==> src/rtl/ps2_pkg.sv <==
// Shared types and constants for the PS/2 Set-2 scan-code decoder.
package ps2_pkg;

   typedef enum logic [2:0] {
      IDLE,
      GOT_E0,
      GOT_F0,
      GOT_E0F0,
      SKIP_E1
   } ps2_state_t;

   localparam logic [7:0] PS2_E0 = 8'hE0;
   localparam logic [7:0] PS2_F0 = 8'hF0;
   localparam logic [7:0] PS2_E1 = 8'hE1;

   localparam int unsigned E1_SKIP_LEN = 7;
   localparam int unsigned SKIP_W      = 3;
   localparam int unsigned EVENT_W     = 10;

   typedef struct packed {
      logic [7:0] code;
      logic       ext;
      logic       brk;
   } key_event_t;

   // Device-to-host control bytes: BAT ok, ack, resend, echo, errors.
   function automatic logic is_ctrl_code(input logic [7:0] b);
      case (b)
         8'hAA, 8'hFA, 8'hFE, 8'hEE, 8'h00, 8'hFF: is_ctrl_code = 1'b1;
         default:                                  is_ctrl_code = 1'b0;
      endcase
   endfunction

endpackage

==> src/rtl/ps2_event_fifo.sv <==
// First-word fall-through event queue; simultaneous push/pop is legal when full.
module ps2_event_fifo
   import ps2_pkg::*;
#(
   parameter int unsigned DEPTH = 4
) (
   input  logic               clk,
   input  logic               reset,
   input  logic               wr_en,
   input  logic [EVENT_W-1:0] din,
   input  logic               rd_en,
   output logic [EVENT_W-1:0] dout,
   output logic               empty,
   output logic               full
);

   localparam int unsigned PTR_W = $clog2(DEPTH);
   localparam int unsigned CNT_W = PTR_W + 1;

   logic [EVENT_W-1:0] mem [DEPTH];
   logic [PTR_W-1:0]   wr_ptr;
   logic [PTR_W-1:0]   rd_ptr;
   logic [CNT_W-1:0]   count;
   logic               do_wr;
   logic               do_rd;

   assign empty = (count == '0);
   assign full  = (count == CNT_W'(DEPTH));
   assign do_rd = rd_en & ~empty;
   assign do_wr = wr_en & (~full | do_rd);
   assign dout  = mem[rd_ptr];

   always_ff @(posedge clk) begin
      if (do_wr) mem[wr_ptr] <= din;
   end

   always_ff @(posedge clk or posedge reset) begin
      if (reset) begin
         wr_ptr <= '0;
         rd_ptr <= '0;
         count  <= '0;
      end else begin
         if (do_wr) wr_ptr <= wr_ptr + PTR_W'(1);
         if (do_rd) rd_ptr <= rd_ptr + PTR_W'(1);
         if (do_wr && !do_rd)      count <= count + CNT_W'(1);
         else if (do_rd && !do_wr) count <= count - CNT_W'(1);
      end
   end

endmodule

==> src/rtl/ps2_scancode_decoder.sv <==
// Checks PS/2 frames, folds Set-2 prefixes into key events and queues them.
module ps2_scancode_decoder
   import ps2_pkg::*;
#(
   parameter int unsigned FIFO_DEPTH     = 4,
   parameter int unsigned TIMEOUT_CYCLES = 200000
) (
   input  logic        clk,
   input  logic        reset,
   input  logic        rx_done_tick,
   input  logic [10:0] frame_in,
   output logic        rx_en,
   output logic        key_valid,
   output logic [7:0]  key_code,
   output logic        key_ext,
   output logic        key_brk,
   input  logic        key_rd,
   output logic        ctrl_tick,
   output logic [7:0]  ctrl_code,
   output logic        frame_err,
   output logic        overflow
);

   localparam int unsigned TMO_W = $clog2(TIMEOUT_CYCLES + 1);

   ps2_state_t        state;
   logic [SKIP_W-1:0] skip_cnt;
   logic [TMO_W-1:0]  tmo_cnt;

   logic              frame_ok_c;
   logic [7:0]        byte_c;
   logic              push_c;
   key_event_t        push_ev_c;
   key_event_t        head;
   logic              fifo_empty;
   logic              fifo_full;

   assign byte_c     = frame_in[8:1];
   assign frame_ok_c = ~frame_in[0] & frame_in[10] & (^frame_in[9:1]);

   // Event to push this cycle, written at the edge that ends the tick cycle.
   always_comb begin
      push_c    = 1'b0;
      push_ev_c = '0;
      if (rx_done_tick && frame_ok_c) begin
         case (state)
            IDLE: begin
               if (byte_c != PS2_E0 && byte_c != PS2_F0 && byte_c != PS2_E1 &&
                   !is_ctrl_code(byte_c)) begin
                  push_c    = 1'b1;
                  push_ev_c = '{code: byte_c, ext: 1'b0, brk: 1'b0};
               end
            end
            GOT_E0: begin
               if (byte_c != PS2_F0) begin
                  push_c    = 1'b1;
                  push_ev_c = '{code: byte_c, ext: 1'b1, brk: 1'b0};
               end
            end
            GOT_F0: begin
               push_c    = 1'b1;
               push_ev_c = '{code: byte_c, ext: 1'b0, brk: 1'b1};
            end
            GOT_E0F0: begin
               push_c    = 1'b1;
               push_ev_c = '{code: byte_c, ext: 1'b1, brk: 1'b1};
            end
            SKIP_E1: begin
               if (skip_cnt == SKIP_W'(1)) begin
                  push_c    = 1'b1;
                  push_ev_c = '{code: PS2_E1, ext: 1'b0, brk: 1'b0};
               end
            end
            default: ;
         endcase
      end
   end

   always_ff @(posedge clk or posedge reset) begin
      if (reset) begin
         state     <= IDLE;
         skip_cnt  <= '0;
         tmo_cnt   <= '0;
         ctrl_tick <= 1'b0;
         ctrl_code <= '0;
         frame_err <= 1'b0;
         overflow  <= 1'b0;
      end else begin
         ctrl_tick <= 1'b0;
         frame_err <= 1'b0;
         if (push_c && fifo_full && !key_rd) overflow <= 1'b1;

         if (rx_done_tick) begin
            tmo_cnt <= '0;
            if (!frame_ok_c) begin
               frame_err <= 1'b1;
               state     <= IDLE;
            end else begin
               case (state)
                  IDLE: begin
                     if (byte_c == PS2_E0)      state <= GOT_E0;
                     else if (byte_c == PS2_F0) state <= GOT_F0;
                     else if (byte_c == PS2_E1) begin
                        state    <= SKIP_E1;
                        skip_cnt <= SKIP_W'(E1_SKIP_LEN);
                     end else if (is_ctrl_code(byte_c)) begin
                        ctrl_code <= byte_c;
                        ctrl_tick <= 1'b1;
                     end
                  end
                  GOT_E0:   state <= (byte_c == PS2_F0) ? GOT_E0F0 : IDLE;
                  GOT_F0:   state <= IDLE;
                  GOT_E0F0: state <= IDLE;
                  SKIP_E1: begin
                     skip_cnt <= skip_cnt - SKIP_W'(1);
                     if (skip_cnt == SKIP_W'(1)) state <= IDLE;
                  end
                  default:  state <= IDLE;
               endcase
            end
         end else if (state != IDLE) begin
            // A prefix with no follow-up byte is abandoned silently.
            if (tmo_cnt == TMO_W'(TIMEOUT_CYCLES - 1)) begin
               state   <= IDLE;
               tmo_cnt <= '0;
            end else begin
               tmo_cnt <= tmo_cnt + TMO_W'(1);
            end
         end else begin
            tmo_cnt <= '0;
         end
      end
   end

   ps2_event_fifo #(.DEPTH(FIFO_DEPTH)) u_fifo (
      .clk   (clk),
      .reset (reset),
      .wr_en (push_c),
      .din   (push_ev_c),
      .rd_en (key_rd),
      .dout  (head),
      .empty (fifo_empty),
      .full  (fifo_full)
   );

   assign rx_en     = ~fifo_full;
   assign key_valid = ~fifo_empty;
   assign key_code  = head.code;
   assign key_ext   = head.ext;
   assign key_brk   = head.brk;

endmodule

==> config.mk <==
export PLATFORM = sky130hd
export DESIGN_NAME = ps2_scancode_decoder
export DESIGN_NICKNAME = d
export VERILOG_FILES = /design/src/rtl/ps2_pkg.sv /design/src/rtl/ps2_event_fifo.sv /design/src/rtl/ps2_scancode_decoder.sv
export SDC_FILE = /design/constraint.sdc
export NUM_CORES = 1
export LEC_CHECK = 0
export ABC_AREA = 1
export BUFFER_PORTS_ARGS = -buffer_cell sky130_fd_sc_hd__buf_2
export CAP_MARGIN = 25
export CELL_PAD_IN_SITES_DETAIL_PLACEMENT = 0
export CELL_PAD_IN_SITES_GLOBAL_PLACEMENT = 1
export CORE_MARGIN = 10
export CORE_UTILIZATION = 47
export CTS_BUF_LIST = sky130_fd_sc_hd__clkbuf_8
export CTS_CLUSTER_DIAMETER = 60
export DETAILED_ROUTE_END_ITERATION = 7
export PLACE_DENSITY_LB_ADDON = 0.1
export SETUP_SLACK_MARGIN = 0.1
export SLEW_MARGIN = 10
export SYNTH_ARGS = -nofsm -noshare
export SYNTH_HDL_FRONTEND = slang
export SYNTH_SLANG_ARGS = --single-unit
==> constraint.sdc <==
create_clock -name clk -period 2.79 [get_ports clk]
set_clock_uncertainty 0.1 [all_clocks]
set_input_delay 0.279 -clock clk [delete_from_list [all_inputs] [get_ports clk]]
set_output_delay 0.279 -clock clk [all_outputs]
set_load 0.005 [all_outputs]
==> After elaboration in Yosys (flattened, before gate mapping) <==
Memory sizes are Yosys's and may differ from the RTL's.
Index checks and enable logic that the tools add are counted.
{ "word_totals": {"memories": 1, "mem_bits_rw": 40, "regBits": 42, "word_cells": 126} }
{ "memory_table": {"columns": ["name", "depth", "width", "rd", "rd_clocked_by_memory_dff", "wr", "line", "rtl"], "rows": [
  ["u_fifo.mem", 4, 10, 1, 0, 1, "ps2_event_fifo.sv:20", "logic [EVENT_W-1:0] mem [DEPTH];"]
]} }
{ "classes": {"n_bitwise": 11, "n_eq_ne": 23, "n_addsub": 6, "n_reduce_logical": 26, "n_mux": 49} }
{ "op_table": {"columns": ["cell", "n"], "rows": [
  ["== test 8 bit (second input constant)", 8],
  ["two-way mux 18 bit", 3],
  ["one-hot mux 10 bit (5 select lines)", 1],
  ["two-way mux 10 bit", 4],
  ["two-way mux 3 bit", 13],
  ["two-way mux 1 bit", 24],
  ["inequality test 8 bit (second input constant)", 3],
  ["adder 18 x 1 -> 18 bit (second input constant)", 1],
  ["== test 18 bit (second input constant)", 1],
  ["one-hot mux 3 bit (3 select lines)", 1],
  ["XOR reduction 9 bit", 1],
  ["logical AND 1 bit", 8],
  ["zero test 8 bit", 1],
  ["nonzero test 2 bit", 4],
  ["AND reduction 7 bit", 1],
  ["== test 3 x 1 -> 1 bit (second input constant)", 2],
  ["== test 3 x 2 -> 1 bit (second input constant)", 2],
  ["== test 3 bit (second input constant)", 2],
  ["zero test 3 bit", 2],
  ["inequality test 2 bit (second input constant)", 3],
  ["inequality test 6 bit (second input constant)", 1],
  ["NOT 1 bit", 6],
  ["one-hot mux 3 bit (2 select lines)", 1],
  ["AND reduction 6 bit", 1],
  ["13 further kinds", 21]
]} }

==> Depth between registers and ports, before layout <==
{ "logic_depth": {"depth_word": 16, "ltp_mapped": 20, "mapped_depth_nobuf": 20} }

==> By module <==
Synthesis repeated with hierarchy kept, for this count alone.
{ "hier_totals": {"hier_cells": 498, "area_unflattened_um2": 4406.7} }
{ "by_module_without_submodules": {"columns": ["module", "area_each_um2", "instances", "seq_area_each_um2", "cells_per_inst"], "rows": [
  ["ps2_scancode_decoder", 2406.1, 1, 875.8, 328],
  ["ps2_event_fifo", 2000.7, 1, 1376.3, 170]
]} }

==> Least setup slack after synthesis <==
OpenSTA, ideal clock, no wires.
{ "synth_path": {"kind": "input-to-reg", "start": "in frame_in[1]", "end": "reg u_fifo.count[1]", "stages": 17, "slack_ns": 0.254, "setup_time_ns": 0.125, "path_buffers": 0, "arrival_time_ns": 2.311, "path_cell_list": "inv_1 ha_1 inv_2 nand2_1 nand2_1 nand2_1 nand2_1 nand2_1 nand2_1 nand2_2 nor2_8 nand3_2 inv_1 ha_1 inv_1 fa_1 mux2_2"} }
{ "synth_via": {"elab_chain_len": 14} }
{ "synth_lines": {"columns": ["element", "line", "rtl"], "rows": [
  ["from (decl)", "ps2_scancode_decoder.sv:11", "input logic [10:0] frame_in,"],
  ["== test 8 bit / zero test 8 bit (equally long branches)", "ps2_pkg.sv:28", "case (b)"],
  ["OR reduction 6 bit", "ps2_pkg.sv:28", null],
  ["two-way mux 1 bit", "ps2_pkg.sv:28", null],
  ["two-way mux 1 bit", "ps2_scancode_decoder.sv:46", "case (state)"],
  ["two-way mux 1 bit", "ps2_scancode_decoder.sv:45", "if (rx_done_tick && frame_ok_c) begin"],
  ["zero test 1 bit", "ps2_scancode_decoder.sv:49", "!is_ctrl_code(byte_c)) begin"],
  ["logical AND 1 bit", "ps2_scancode_decoder.sv:48", "if (byte_c != PS2_E0 && byte_c != PS2_F0 && byte_c != PS2_E1 &&"],
  ["two-way mux 1 bit", "ps2_scancode_decoder.sv:48", null],
  ["one-hot mux 1 bit (4 select lines)", "ps2_scancode_decoder.sv:46", null],
  ["two-way mux 1 bit (*)", "ps2_scancode_decoder.sv:45", null],
  ["bitwise AND 1 bit (*)", "ps2_event_fifo.sv:30", "assign do_wr = wr_en & (~full | do_rd);"],
  ["named net u_fifo.do_wr", "ps2_event_fifo.sv:24", "logic do_wr;"],
  ["zero test 1 bit", "ps2_event_fifo.sv:46", "else if (do_rd && !do_wr) count <= count - CNT_W'(1);"],
  ["logical AND 1 bit", "ps2_event_fifo.sv:46", null],
  ["nonzero test 2 bit (no line)", null, null],
  ["to (signal assigned)", "ps2_event_fifo.sv:45", "if (do_wr && !do_rd) count <= count + CNT_W'(1);"],
  ["to (signal assigned)", "ps2_event_fifo.sv:46", null],
  ["to (decl)", "ps2_event_fifo.sv:23", "logic [CNT_W-1:0] count;"]
]} }
The timed path passes the listed nets; every way through them passes the cells marked *. The select of a mux whose other input is x is not followed.
A chain may end at the register's enable or synchronous reset.

==> Worst setup path after layout <==
{ "layout_path": {"start": "reg state[0]", "end": "reg u_fifo.count[2]"} }
{ "layout_via": {"elab_chain_len": 8} }
{ "layout_lines": {"columns": ["element", "line", "rtl"], "rows": [
  ["from (decl)", "ps2_scancode_decoder.sv:26", "ps2_state_t state;"],
  ["from (signal assigned)", "ps2_scancode_decoder.sv:111", "GOT_E0: state <= (byte_c == PS2_F0) ? GOT_E0F0 : IDLE;"],
  ["== test 3 x 2 -> 1 bit", "ps2_scancode_decoder.sv:46", null],
  ["OR reduction 2 bit (no line)", null, null],
  ["one-hot mux 1 bit (4 select lines) (*)", "ps2_scancode_decoder.sv:46", null],
  ["two-way mux 1 bit (*)", "ps2_scancode_decoder.sv:45", null],
  ["bitwise AND 1 bit (*)", "ps2_event_fifo.sv:30", null],
  ["named net u_fifo.do_wr", "ps2_event_fifo.sv:24", null],
  ["zero test 1 bit", "ps2_event_fifo.sv:46", null],
  ["logical AND 1 bit", "ps2_event_fifo.sv:46", null],
  ["nonzero test 2 bit (no line)", null, null]
]} }
The timed path passes the listed nets; every way through them passes the cells marked *.

==> impl_metrics.csv <==
group,metric,value,unit
finish,multi_input_area,1660,um2
synth,synth_cells,454,
synth,syn_area,4180,um2
synth,syn_area_per_cell,9.20,um2
synth,syn_nets,491,
detailed_routing,vias,3126,
detailed_routing,first_pass_iters,4,
sta,fmax,0.407,GHz
critical_path,cp_data_required_time,2.98,ns
grt,first_global_vias,3085,
critical_path,slowest_stage,"dfrtp_1",
synth,synth_cell_types,35,
place,dpl_cell_area,4580,um2
finish,layout.nets,549,
critical_path,crit_top_cell,"nor2_1",
place,hpwl,6650,um
grt,antenna_found_initial,0,
clock_network,cts_max_level,3,
sta,hold_violations,0,
floorplanning,core,8680,um2
power,vdd_drop_max,0.295,mV
floorplanning,die_w,114,um
synth,ys_ff_latch,82,
worst_hold_path,hold_path.class,"input pin to flop",
grt,track_usage,0.146,
sta,finalSetupTns,0,ns
detailed_routing,drt-total-wl,8920,um
status,status,"complete, no violations",
finish,regArea,2250,um2
critical_path,crit_buf_inv,3,
detailed_routing,wl_per_cell,14.3,um
power,p_total,2.99,mW
critical_path,setup.worst_path.start_class,"flop",
finish,utilization,0.551,
floorplanning,die_height,114,um
sta,fin_crit,2.46,ns
place,port_buffers,37,
critical_path,arrival,2.64,ns
clock_network,cts_tree,"done",
detailed_routing,viasPerCell,5.00,
floorplanning,ios,38,
critical_path,path_cells,"nor2_4, nand2_2, nor3_2, buf_4, nor2_1, nand2_2, nand3_2, inv_1, ha_1, inv_1, fa_1, nor2_1, nor2_1, nand2_1, xor2_1",
grt,grt_max_degree,43,
place,dp_slack,0.0168,ns
sta,setup_slack,0.335,ns
place,place_congestion,0.847,
floorplanning,dieArea,13100,um2
finish,antenna_cells,0,
critical_path,worst-setup-path-type,"flop to flop",
critical_path,slowest_delay,0.45,ns
finish,stdcell_area,4790,um2
critical_path,critical_path_peak_fanout,5,
sta,tightest_slew,0.597,ns
sta,slew_viol_final,0,
clock_network,clockRootBuffer,"clkbuf_8",
detailed_routing,drtIter0Drc,151,
sta,rsz0062_at_grt,"no",
finish,fillers,861,
floorplanning,start_util,0.481,
critical_path,path_delay_family,"simple AND/OR/NAND/NOR gates",
grt,grt_pass1_wl,15200,um
clock_network,clock_path_buffers,2,
detailed_routing,drc,0,
sta,finalSetupViolations,0,
detailed_routing,postRouteAntennaNets,0,
power,p_leak,2.20,nW
finish,syn_to_final_growth,14.6,%
critical_path,cp-end-kind,"flop",
sta,period_share,0.880,
floorplanning,rows,34,
synth,yosysSeqAreaShare,0.539,
clock_network,path_clk_slew,0.10,ns
clock_network,cts.sinks,82,
grt,grt_remaining_overflow,0,
run,drv_cap,0,
clock_network,cts_buffers,9,
sta,slew-limit-headroom,0.602,
finish,drive_above_1_share,0.186,
power,power_density,625,nW/um2
clock_network,clock_latency,0.36,ns
synth,yosysWarnings,0,
placed cells by master (no fill, tap or decap), types with 2 or more instances in the layout:
cell / instances
a21oi_1: 11
edfxtp_1: 40
xor2_1: 7
inv_6: 2
dfrtp_1: 42
inv_1: 60
nand2_2: 3
xnor2_1: 4
clkbuf_8: 9
o21ai_0: 23
o22ai_1: 11
nand2_1: 89
nor2_2: 2
clkinv_4: 2
buf_4: 16
nor3_1: 10
nand4_1: 5
nand3_1: 16
nor2_4: 2
ha_1: 21
nor2_1: 72
buf_2: 37
inv_2: 3
o21ai_2: 8
o21ai_1: 3
or2_2: 2
nand3_2: 2
through the flow:
step,hold WS (ns),instances
after CTS,0.0517,625
after global routing,0.0699,625
after global placement,0.356,608
after detailed placement,0.360,608
final,0.0636,625
after floorplan,0.252,454
synth_stat cells (all sizes together):
master	number	area, um2
nor3	12	71.3
nand2	93	362
o21ai	34	200
dfrtp	42	1050
fa	1	20.0
buf	2	18.8
clkbuf	5	18.8
clkinv	1	3.75
xor2	7	61.3
edfxtp	40	1200
o22ai	11	68.8
nand4	5	31.3
nand3	18	100
inv	63	236
nor2	77	325
ha	21	263
mux2	1	11.3
o21a	1	7.51
xnor2	4	35.0
o211ai	1	7.51
a2111oi	1	8.76
o21bai	1	7.51
or2	2	12.5
a21oi	11	55.1
final timing paths:
path	from	end	slack, ns	cells past startpoint
max in group asynchronous	reset	u_fifo.wr_ptr[0]$_DFFE_PP0P_	1.69	4
max	state[0]$_DFFE_PP0P_	u_fifo.count[2]$_DFFE_PP0P_	0.33	15
min	rx_done_tick	tmo_cnt[14]$_DFF_PP0_	0.06	2
min reg2reg	ctrl_code[4]$_DFFE_PP0P_	ctrl_code[4]$_DFFE_PP0P_	0.38	2
max reg2reg	state[0]$_DFFE_PP0P_	u_fifo.count[2]$_DFFE_PP0P_	0.33	15
min in group asynchronous	reset	skip_cnt[1]$_DFFE_PP0P_	0.50	4
timing repair:
action | 4_1_cts | 5_1_grt
setup buffers | 0 | 0
hold endpoints to repair | 42 | 0
hold buffers | 1 | 0
endpoints found under the setup margin | 0 | 2
resized for setup | 0 | 2
metal layers:
| layer | vias to the layer above | GRT usage | part of all wire |
|---|---|---|---|
| met5 | - | 0 | 0 |
| met4 | 0 | 0.0535 | 0.015 |
| met3 | 11 | 0.0320 | 0.045 |
| met2 | 57 | 0.240 | 0.49 |
| met1 | 1463 | 0.183 | 0.45 |
| li1 | 1595 | - | - |
area by class of cell:
cell class	instances	area share
Clock buffer	9	0.0259
Tap cell	108	0.0282
Clock inverter	7	0.0133
Inverter	64	0.0502
Timing Repair Buffer	54	0.0659
Multi-Input combinational cell	301	0.346
Sequential cell	82	0.471
sequential cells by signal, indices dropped and copies added, names as in the netlist:
name and count:
overflow 1, frame_err 1, ctrl_tick 1, u_fifo.count 3
tmo_cnt 18, ctrl_code 8, skip_cnt 3, state 3
u_fifo.wr_ptr 2, u_fifo.rd_ptr 2, u_fifo.mem 40
kinds of logic after synthesis:
| kind of cell | after synthesis | share of synthesized area |
|---|---|---|
| DFF | 82 | 0.539 |
| buffers and inverters | 71 | 0.0665 |
| muxes | 1 | 0.00270 |
| xor gates and xnor gates | 11 | 0.0231 |
| and+or+nand+nor | 207 | 0.216 |
| AOI/OAI and AO/OA | 60 | 0.0851 |
| adders and majority gates | 22 | 0.0677 |
where the power goes:
group	switching [mW]	total [mW]	internal, mW
clock network	0.483	0.821	0.338
registers	0.0848	1.43	1.35
logic	0.437	0.739	0.303
total	1.00	2.99	1.99
No activity file was read; power rests on OpenSTA's default activity.
